[config.mk]
export PLATFORM = sky130hd
export DESIGN_NAME = store_unit_flat
export DESIGN_NICKNAME = d
export VERILOG_FILES = /design/src/rtl/store_unit_pkg.sv /design/src/rtl/store_unit_if.sv /design/src/rtl/store_lane_align.sv /design/src/rtl/store_unit.sv /design/src/flat_wrapper.sv
export SDC_FILE = /design/constraint.sdc
export NUM_CORES = 1
export LEC_CHECK = 0
export BUFFER_PORTS_ARGS = -buffer_cell sky130_fd_sc_hd__buf_2
export CORE_MARGIN = 2
export CORE_UTILIZATION = 25
export CTS_CLUSTER_DIAMETER = 100
export CTS_CLUSTER_SIZE = 40
export DETAILED_ROUTE_END_ITERATION = 12
export PLACE_DENSITY = 0.45
export SYNTH_ARGS = -nofsm -noshare
export SYNTH_HDL_FRONTEND = slang
export SYNTH_HIERARCHICAL = 1
export SYNTH_SLANG_ARGS = --single-unit
export TNS_END_PERCENT = 100
[constraint.sdc]
create_clock -name clk -period 4.38 [get_ports clk]
set_clock_uncertainty 0.15 [all_clocks]
set_input_delay 0.657 -clock clk [delete_from_list [all_inputs] [get_ports clk]]
set_output_delay 0.657 -clock clk [all_outputs]
set_load 0.01 [all_outputs]
[src/rtl/store_unit_pkg.sv]
// store_unit shared types: store width encoding, FSM states, lane helpers.
// Width codes match the low bits of funct3 for SB/SH/SW.
package store_unit_pkg;

  localparam int LANES = 4;

  typedef enum logic [1:0] {
    SW_BYTE = 2'b00,
    SW_HALF = 2'b01,
    SW_WORD = 2'b10
  } store_width_e;

  typedef enum logic [1:0] {
    IDLE  = 2'b00,
    BEAT0 = 2'b01,
    BEAT1 = 2'b10
  } su_state_e;

  // Reserved code 2'b11 is treated as a full word.
  function automatic logic [LANES-1:0] size_mask(store_width_e sz);
    logic [LANES-1:0] m;
    unique case (sz)
      SW_BYTE: m = 4'b0001;
      SW_HALF: m = 4'b0011;
      default: m = 4'b1111;
    endcase
    return m;
  endfunction

endpackage

[src/rtl/store_unit_if.sv]
// store_unit bundle: Memory-stage store handshake plus data-memory write port.
// slave is the store unit side, master the pipeline/memory side.
interface store_unit_if #(
  parameter int XLEN       = 32,
  parameter int ADDR_WIDTH = 32
);

  logic                  storeValid;
  logic                  storeReady;
  logic [ADDR_WIDTH-1:0] storeAddr;
  logic [XLEN-1:0]       storeData;
  logic [1:0]            storeSize;
  logic                  storeDone;
  logic                  storeMisaligned;
  logic                  busy;
  logic                  memReq;
  logic [ADDR_WIDTH-1:0] memAddr;
  logic [XLEN-1:0]       memWriteData;
  logic [3:0]            memByteEnable;
  logic                  memAck;

  modport slave (
    input  storeValid, storeAddr, storeData,
    input  storeSize, memAck,
    output storeReady, storeDone, storeMisaligned,
    output busy, memReq, memAddr,
    output memWriteData, memByteEnable
  );

  modport master (
    output storeValid, storeAddr, storeData,
    output storeSize, memAck,
    input  storeReady, storeDone, storeMisaligned,
    input  busy, memReq, memAddr,
    input  memWriteData, memByteEnable
  );

endinterface

[src/rtl/store_lane_align.sv]
// Store lane alignment: places size-masked data and byte enables on a
// two-word (64-bit) window so a word-crossing store splits cleanly.
module store_lane_align
  import store_unit_pkg::*;
(
  input  logic [1:0]   off,
  input  store_width_e size,
  input  logic [31:0]  data,
  output logic [63:0]  data64,
  output logic [7:0]   lanes8,
  output logic         crossing
);

  logic [3:0]  mask;
  logic [31:0] dmask;

  always_comb begin
    mask     = size_mask(size);
    dmask    = {{8{mask[3]}}, {8{mask[2]}},
                {8{mask[1]}}, {8{mask[0]}}};
    lanes8   = {4'b0000, mask} << off;
    data64   = {32'h0, data & dmask} << {off, 3'b000};
    crossing = |lanes8[7:4];
  end

endmodule

[src/rtl/store_unit.sv]
// Store unit: turns SB/SH/SW into lane-aligned data-memory write beats,
// splitting word-crossing stores into two beats when allowed.
module store_unit
  import store_unit_pkg::*;
#(
  parameter int XLEN             = 32,
  parameter int ADDR_WIDTH       = 32,
  parameter bit ALLOW_MISALIGNED = 1'b1
) (
  input logic      clk,
  input logic      reset_n,
  store_unit_if.slave bus
);

  su_state_e state_q, state_d;

  logic [63:0] data64;
  logic [7:0]  lanes8;
  logic        crossing;

  logic accept;
  logic reject;
  logic take;

  logic [ADDR_WIDTH-1:0] word_addr;
  logic [ADDR_WIDTH-1:0] addr_q, addr1_q;
  logic [XLEN-1:0]       data_q, data1_q;
  logic [3:0]            be_q, be1_q;
  logic                  cross_q;
  logic                  done_q;
  logic                  mis_q;

  store_lane_align u_align (
    .off      (bus.storeAddr[1:0]),
    .size     (store_width_e'(bus.storeSize)),
    .data     (bus.storeData[31:0]),
    .data64   (data64),
    .lanes8   (lanes8),
    .crossing (crossing)
  );

  assign accept    = bus.storeValid && (state_q == IDLE);
  assign reject    = accept && crossing && !ALLOW_MISALIGNED;
  assign take      = accept && !reject;
  assign word_addr = {bus.storeAddr[ADDR_WIDTH-1:2], 2'b00};

  always_comb begin
    state_d             = state_q;
    bus.storeReady      = (state_q == IDLE);
    bus.busy            = (state_q != IDLE);
    bus.memReq          = (state_q != IDLE);
    bus.memAddr         = addr_q;
    bus.memWriteData    = data_q;
    bus.memByteEnable   = be_q;
    bus.storeDone       = done_q;
    bus.storeMisaligned = mis_q;
    unique case (state_q)
      IDLE: begin
        if (take) state_d = BEAT0;
      end
      BEAT0: begin
        if (bus.memAck) state_d = cross_q ? BEAT1 : IDLE;
      end
      BEAT1: begin
        if (bus.memAck) state_d = IDLE;
      end
      default: state_d = IDLE;
    endcase
  end

  always_ff @(posedge clk or negedge reset_n) begin
    if (!reset_n) state_q <= IDLE;
    else          state_q <= state_d;
  end

  always_ff @(posedge clk or negedge reset_n) begin
    if (!reset_n) begin
      addr_q  <= '0;
      data_q  <= '0;
      be_q    <= '0;
      addr1_q <= '0;
      data1_q <= '0;
      be1_q   <= '0;
      cross_q <= 1'b0;
      done_q  <= 1'b0;
      mis_q   <= 1'b0;
    end else begin
      done_q <= 1'b0;
      mis_q  <= reject;
      unique case (state_q)
        IDLE: begin
          if (take) begin
            addr_q  <= word_addr;
            data_q  <= data64[31:0];
            be_q    <= lanes8[3:0];
            addr1_q <= word_addr + ADDR_WIDTH'(4);
            data1_q <= data64[63:32];
            be1_q   <= lanes8[7:4];
            cross_q <= crossing;
          end
        end
        BEAT0: begin
          if (bus.memAck && cross_q) begin
            addr_q <= addr1_q;
            data_q <= data1_q;
            be_q   <= be1_q;
          end else if (bus.memAck) begin
            addr_q <= '0;
            data_q <= '0;
            be_q   <= '0;
            done_q <= 1'b1;
          end
        end
        BEAT1: begin
          if (bus.memAck) begin
            addr_q  <= '0;
            data_q  <= '0;
            be_q    <= '0;
            cross_q <= 1'b0;
            done_q  <= 1'b1;
          end
        end
        default: begin
          done_q <= 1'b0;
        end
      endcase
    end
  end

endmodule

[src/flat_wrapper.sv]
// flat-port wrapper written by rule: the top's interface ports become plain ports
module store_unit_flat import store_unit_pkg::*;
#(
  parameter int XLEN             = 32,
  parameter int ADDR_WIDTH       = 32,
  parameter bit ALLOW_MISALIGNED = 1'b1
)
  (clk, reset_n, bus_storeValid, bus_storeAddr, bus_storeData, bus_storeSize, bus_memAck, bus_storeReady, bus_storeDone, bus_storeMisaligned, bus_busy, bus_memReq, bus_memAddr, bus_memWriteData, bus_memByteEnable);
  store_unit_if #(.XLEN(XLEN), .ADDR_WIDTH(ADDR_WIDTH)) bus_i ();
  input logic clk;
  input logic reset_n;
  input wire logic [$bits(bus_i.storeValid)-1:0] bus_storeValid;
  input wire logic [$bits(bus_i.storeAddr)-1:0] bus_storeAddr;
  input wire logic [$bits(bus_i.storeData)-1:0] bus_storeData;
  input wire logic [$bits(bus_i.storeSize)-1:0] bus_storeSize;
  input wire logic [$bits(bus_i.memAck)-1:0] bus_memAck;
  output wire logic [$bits(bus_i.storeReady)-1:0] bus_storeReady;
  output wire logic [$bits(bus_i.storeDone)-1:0] bus_storeDone;
  output wire logic [$bits(bus_i.storeMisaligned)-1:0] bus_storeMisaligned;
  output wire logic [$bits(bus_i.busy)-1:0] bus_busy;
  output wire logic [$bits(bus_i.memReq)-1:0] bus_memReq;
  output wire logic [$bits(bus_i.memAddr)-1:0] bus_memAddr;
  output wire logic [$bits(bus_i.memWriteData)-1:0] bus_memWriteData;
  output wire logic [$bits(bus_i.memByteEnable)-1:0] bus_memByteEnable;
  assign bus_i.storeValid = bus_storeValid;
  assign bus_i.storeAddr = bus_storeAddr;
  assign bus_i.storeData = bus_storeData;
  assign bus_i.storeSize = bus_storeSize;
  assign bus_i.memAck = bus_memAck;
  assign bus_storeReady = bus_i.storeReady;
  assign bus_storeDone = bus_i.storeDone;
  assign bus_storeMisaligned = bus_i.storeMisaligned;
  assign bus_busy = bus_i.busy;
  assign bus_memReq = bus_i.memReq;
  assign bus_memAddr = bus_i.memAddr;
  assign bus_memWriteData = bus_i.memWriteData;
  assign bus_memByteEnable = bus_i.memByteEnable;
  store_unit #(.XLEN(XLEN), .ADDR_WIDTH(ADDR_WIDTH), .ALLOW_MISALIGNED(ALLOW_MISALIGNED)) u_core (.clk(clk), .reset_n(reset_n), .bus(bus_i));
endmodule
==> results.json <==
{
  "yosys_warnings": 6,
  "max-vdd-ir-drop_mv": 0.3069,
  "via_count": 5815,
  "syn_inst": 736,
  "die_x_um": 172.7,
  "yosys.cell_types.count": 41,
  "ctsResizeCount": 0,
  "coreArea_sq_mm": 0.02793,
  "p_leak_nw": 3.905,
  "die_h_um": 172.7,
  "path_clk_slew_ns": 0.07,
  "antenna_found_initial": 1,
  "synth-seq-cells": 138,
  "drtAntennaViolNets": 0,
  "layout_setup_ws_ns": 1.728,
  "ioPinCount": 143,
  "dpl.hpwl_um": 14420,
  "grt_usage": 0.1485,
  "place.gp.congestion": 0.8066,
  "avgSynthCellArea_sq_um": 9.666,
  "drv_slew": 0,
  "area_delta_synth_final_pct": 21.53,
  "grt_pass1_vias": 5848,
  "yosysSeqAreaShare": 0.4854,
  "worstPathMaxFanout": 43,
  "status": "finished clean",
  "setup-violations-final": 0,
  "finalCriticalPeriod_ns": 2.652,
  "cts_root_buf": "clkbuf_16",
  "grt_overflow": 0,
  "cts-htree-levels": 4,
  "end_kind": "flip-flop",
  "p_per_area_mw_per_mm2": 629.7,
  "criticalPathCategory": "reg2reg",
  "finalPower_mw": 5.445,
  "port-buffer-count": 141,
  "wirelength_um": 21970,
  "fin_crit_sh": 0.6055,
  "max_freq_ghz": 0.3771,
  "drive_above_1_share": 0.2646,
  "cp-start-kind": "flip-flop",
  "synthFlopType": "dfrtp_1",
  "fin_setup_tns_ns": 0,
  "clock_path_buffers": 2,
  "finalHoldViolations": 0,
  "hold_buffers": 0,
  "grt_pass1_wl_um": 34630,
  "cts_tree": "yes",
  "arrival_ns": 2.84,
  "drv_cap": 0,
  "num_rows": 61,
  "synth_edf_count": 0,
  "initial_utilization": 0.2547,
  "cts_setup_buffers": 0,
  "worst_slew_pin_slew_ns": 1.123,
  "post-route-drc-count": 0,
  "firstDrtPassIters": 7,
  "worstSkewPairLatency_ns": 0.42,
  "drtIter0Drc": 446,
  "fin_hold_ws_ns": 0.1452,
  "nFillCells": 3005,
  "rsz0062_at_grt": "no",
  "final_nets": 920,
  "drt-vias-per-instance": 4.701,
  "maxSlewHeadroom": 0.2511,
  "wl_per_cell_um": 17.76,
  "dieArea_sq_mm": 0.02982,
  "grt_max_degree": 96,
  "cts_made_buffers": 17,
  "async_flop_share": 1.000,
  "place_ws_ns": 1.650,
  "min-delay-path-class": "in2async",
  "critPathRequiredTime_ns": 4.56,
  "syn_area_sq_mm": 0.007114,
  "cts_sinks": 138
}
metrics by stage:
stage               area (sq um)  utilization  instances
detailed placement          8058       0.2885       1204
floorplan                   7144            -        744
global route                8643       0.3094       1236
finish                      8646       0.3095       1237
global placement            8058       0.2885       1204
CTS                         8643       0.3094       1236
layer usage:
metal / wire [um] / vias to the layer above / global-route usage
met5: 0 / - / 0
met4: 216 / 0 / 0.04096
li1: - / 2806 / -
met2: 10270 / 163 / 0.2369
met3: 1296 / 17 / 0.04024
met1: 10190 / 2829 / 0.1984
logic make-up (layout without fill, tap and decap cells):
| kind of cell | count (synthesis) | count (layout) | share of synthesized area |
|---|---|---|---|
| AOI/OAI and AO/OA | 212 | 212 | 0.1866 |
| xor gates and xnor gates | 28 | 28 | 0.03447 |
| adders and majority gates | 5 | 5 | 0.008794 |
| buffers and inverters | 78 | 192 | 0.05575 |
| DFF | 138 | 138 | 0.4854 |
| muxes | 53 | 53 | 0.08108 |
| other | 2 | 11 | 0.001056 |
| and+or+nand+nor | 220 | 220 | 0.1469 |
cell usage in the layout, fill, tap and decap left out, types with 3 or more instances in the layout:
cell type,n
nand2b_1,4
nor2_1,37
mux2i_1,16
a221o_1,10
inv_1,11
and4_1,4
inv_6,4
nor2b_1,9
nand4_1,5
and2_1,18
clkinv_2,3
ha_1,5
and3_1,4
buf_4,5
dfrtp_1,138
a21oi_1,5
nand3_1,11
xor2_1,7
xnor2_1,21
nor3_1,11
o21ai_1,6
a22oi_1,80
o21ai_0,100
mux2_2,37
conb_1,10
nand2_1,105
buf_2,140
o22ai_1,9
clkbuf_16,17
critical path, cell delays in order (launching register included):
cell and delay (ns):
dfrtp_1 0.40, inv_1 0.10, ha_1 0.27, nor2b_1 0.25
or2_2 0.16, a21o_2 0.44, buf_4 0.59, nand2_1 0.10
o21ai_0 0.09
cell type report:
cell class,count,area (sq um),share of cell area
tap,378,473.0,0.05470
sequential,138,3453,0.3994
antenna,1,2.502,0.0002894
timing repair buffer,147,769.5,0.08900
inverter,13,51.30,0.005933
clock buffer,19,442.9,0.05123
clock inverter,13,142.6,0.01650
multi-input combinational,528,3311,0.3829
report_power, final:
part	switching (mW)	total [mW]	internal [mW]
combinational	1.22	1.92	0.702
sequential	0.272	2.07	1.80
clock	0.587	1.45	0.859
path summary, 6_finish.rpt:
path	end	cells after the start	slack, ns	from
worst max-delay path	u_core/bus.memAddr[10]$_DFFE_PN0P_	8	1.73	u_core/state_q[0]$_DFFE_PN0P_
worst min-delay path	u_core/bus.memWriteData[17]$_DFFE_PN0P_	1	0.15	reset_n
worst max register to register	u_core/bus.memAddr[10]$_DFFE_PN0P_	8	1.73	u_core/state_q[0]$_DFFE_PN0P_
worst min register to register	u_core/bus.memWriteData[1]$_DFFE_PN0P_	2	0.32	u_core/bus.memWriteData[1]$_DFFE_PN0P_
max in group asynchronous	u_core/bus.memByteEnable[0]$_DFFE_PN0P_	2	3.06	reset_n
min in group clk	u_core/bus.memWriteData[1]$_DFFE_PN0P_	2	0.32	u_core/bus.memWriteData[1]$_DFFE_PN0P_
cells in the mapped netlist (all sizes together), types with 7 or more instances:
| master | instances | area (sq um) |
|---|---|---|
| a221o | 10 | 100.1 |
| a22oi | 80 | 600.6 |
| and2 | 18 | 112.6 |
| buf | 33 | 225.2 |
| clkbuf | 32 | 120.1 |
| dfrtp | 138 | 3453 |
| inv | 13 | 51.30 |
| mux2 | 37 | 416.7 |
| mux2i | 16 | 160.2 |
| nand2 | 106 | 397.9 |
| nand3 | 11 | 55.05 |
| nor2 | 39 | 148.9 |
| nor2b | 9 | 56.30 |
| nor3 | 12 | 65.06 |
| o21ai | 106 | 530.5 |
| o22ai | 9 | 56.30 |
| xnor2 | 21 | 183.9 |
| xor2 | 7 | 61.31 |
state kept, by name, summed over array words and instances, names as in the netlist:
| register | cells |
|---|---|
| u_core/bus.memAddr | 32 |
| u_core/addr1_q | 30 |
| u_core/bus.memWriteData | 32 |
| u_core/bus.storeDone | 1 |
| u_core/state_q | 2 |
| u_core/be1_q | 4 |
| u_core/bus.memByteEnable | 4 |
| u_core/data1_q | 32 |
| u_core/cross_q | 1 |
(Power assumes the default switching activity.)
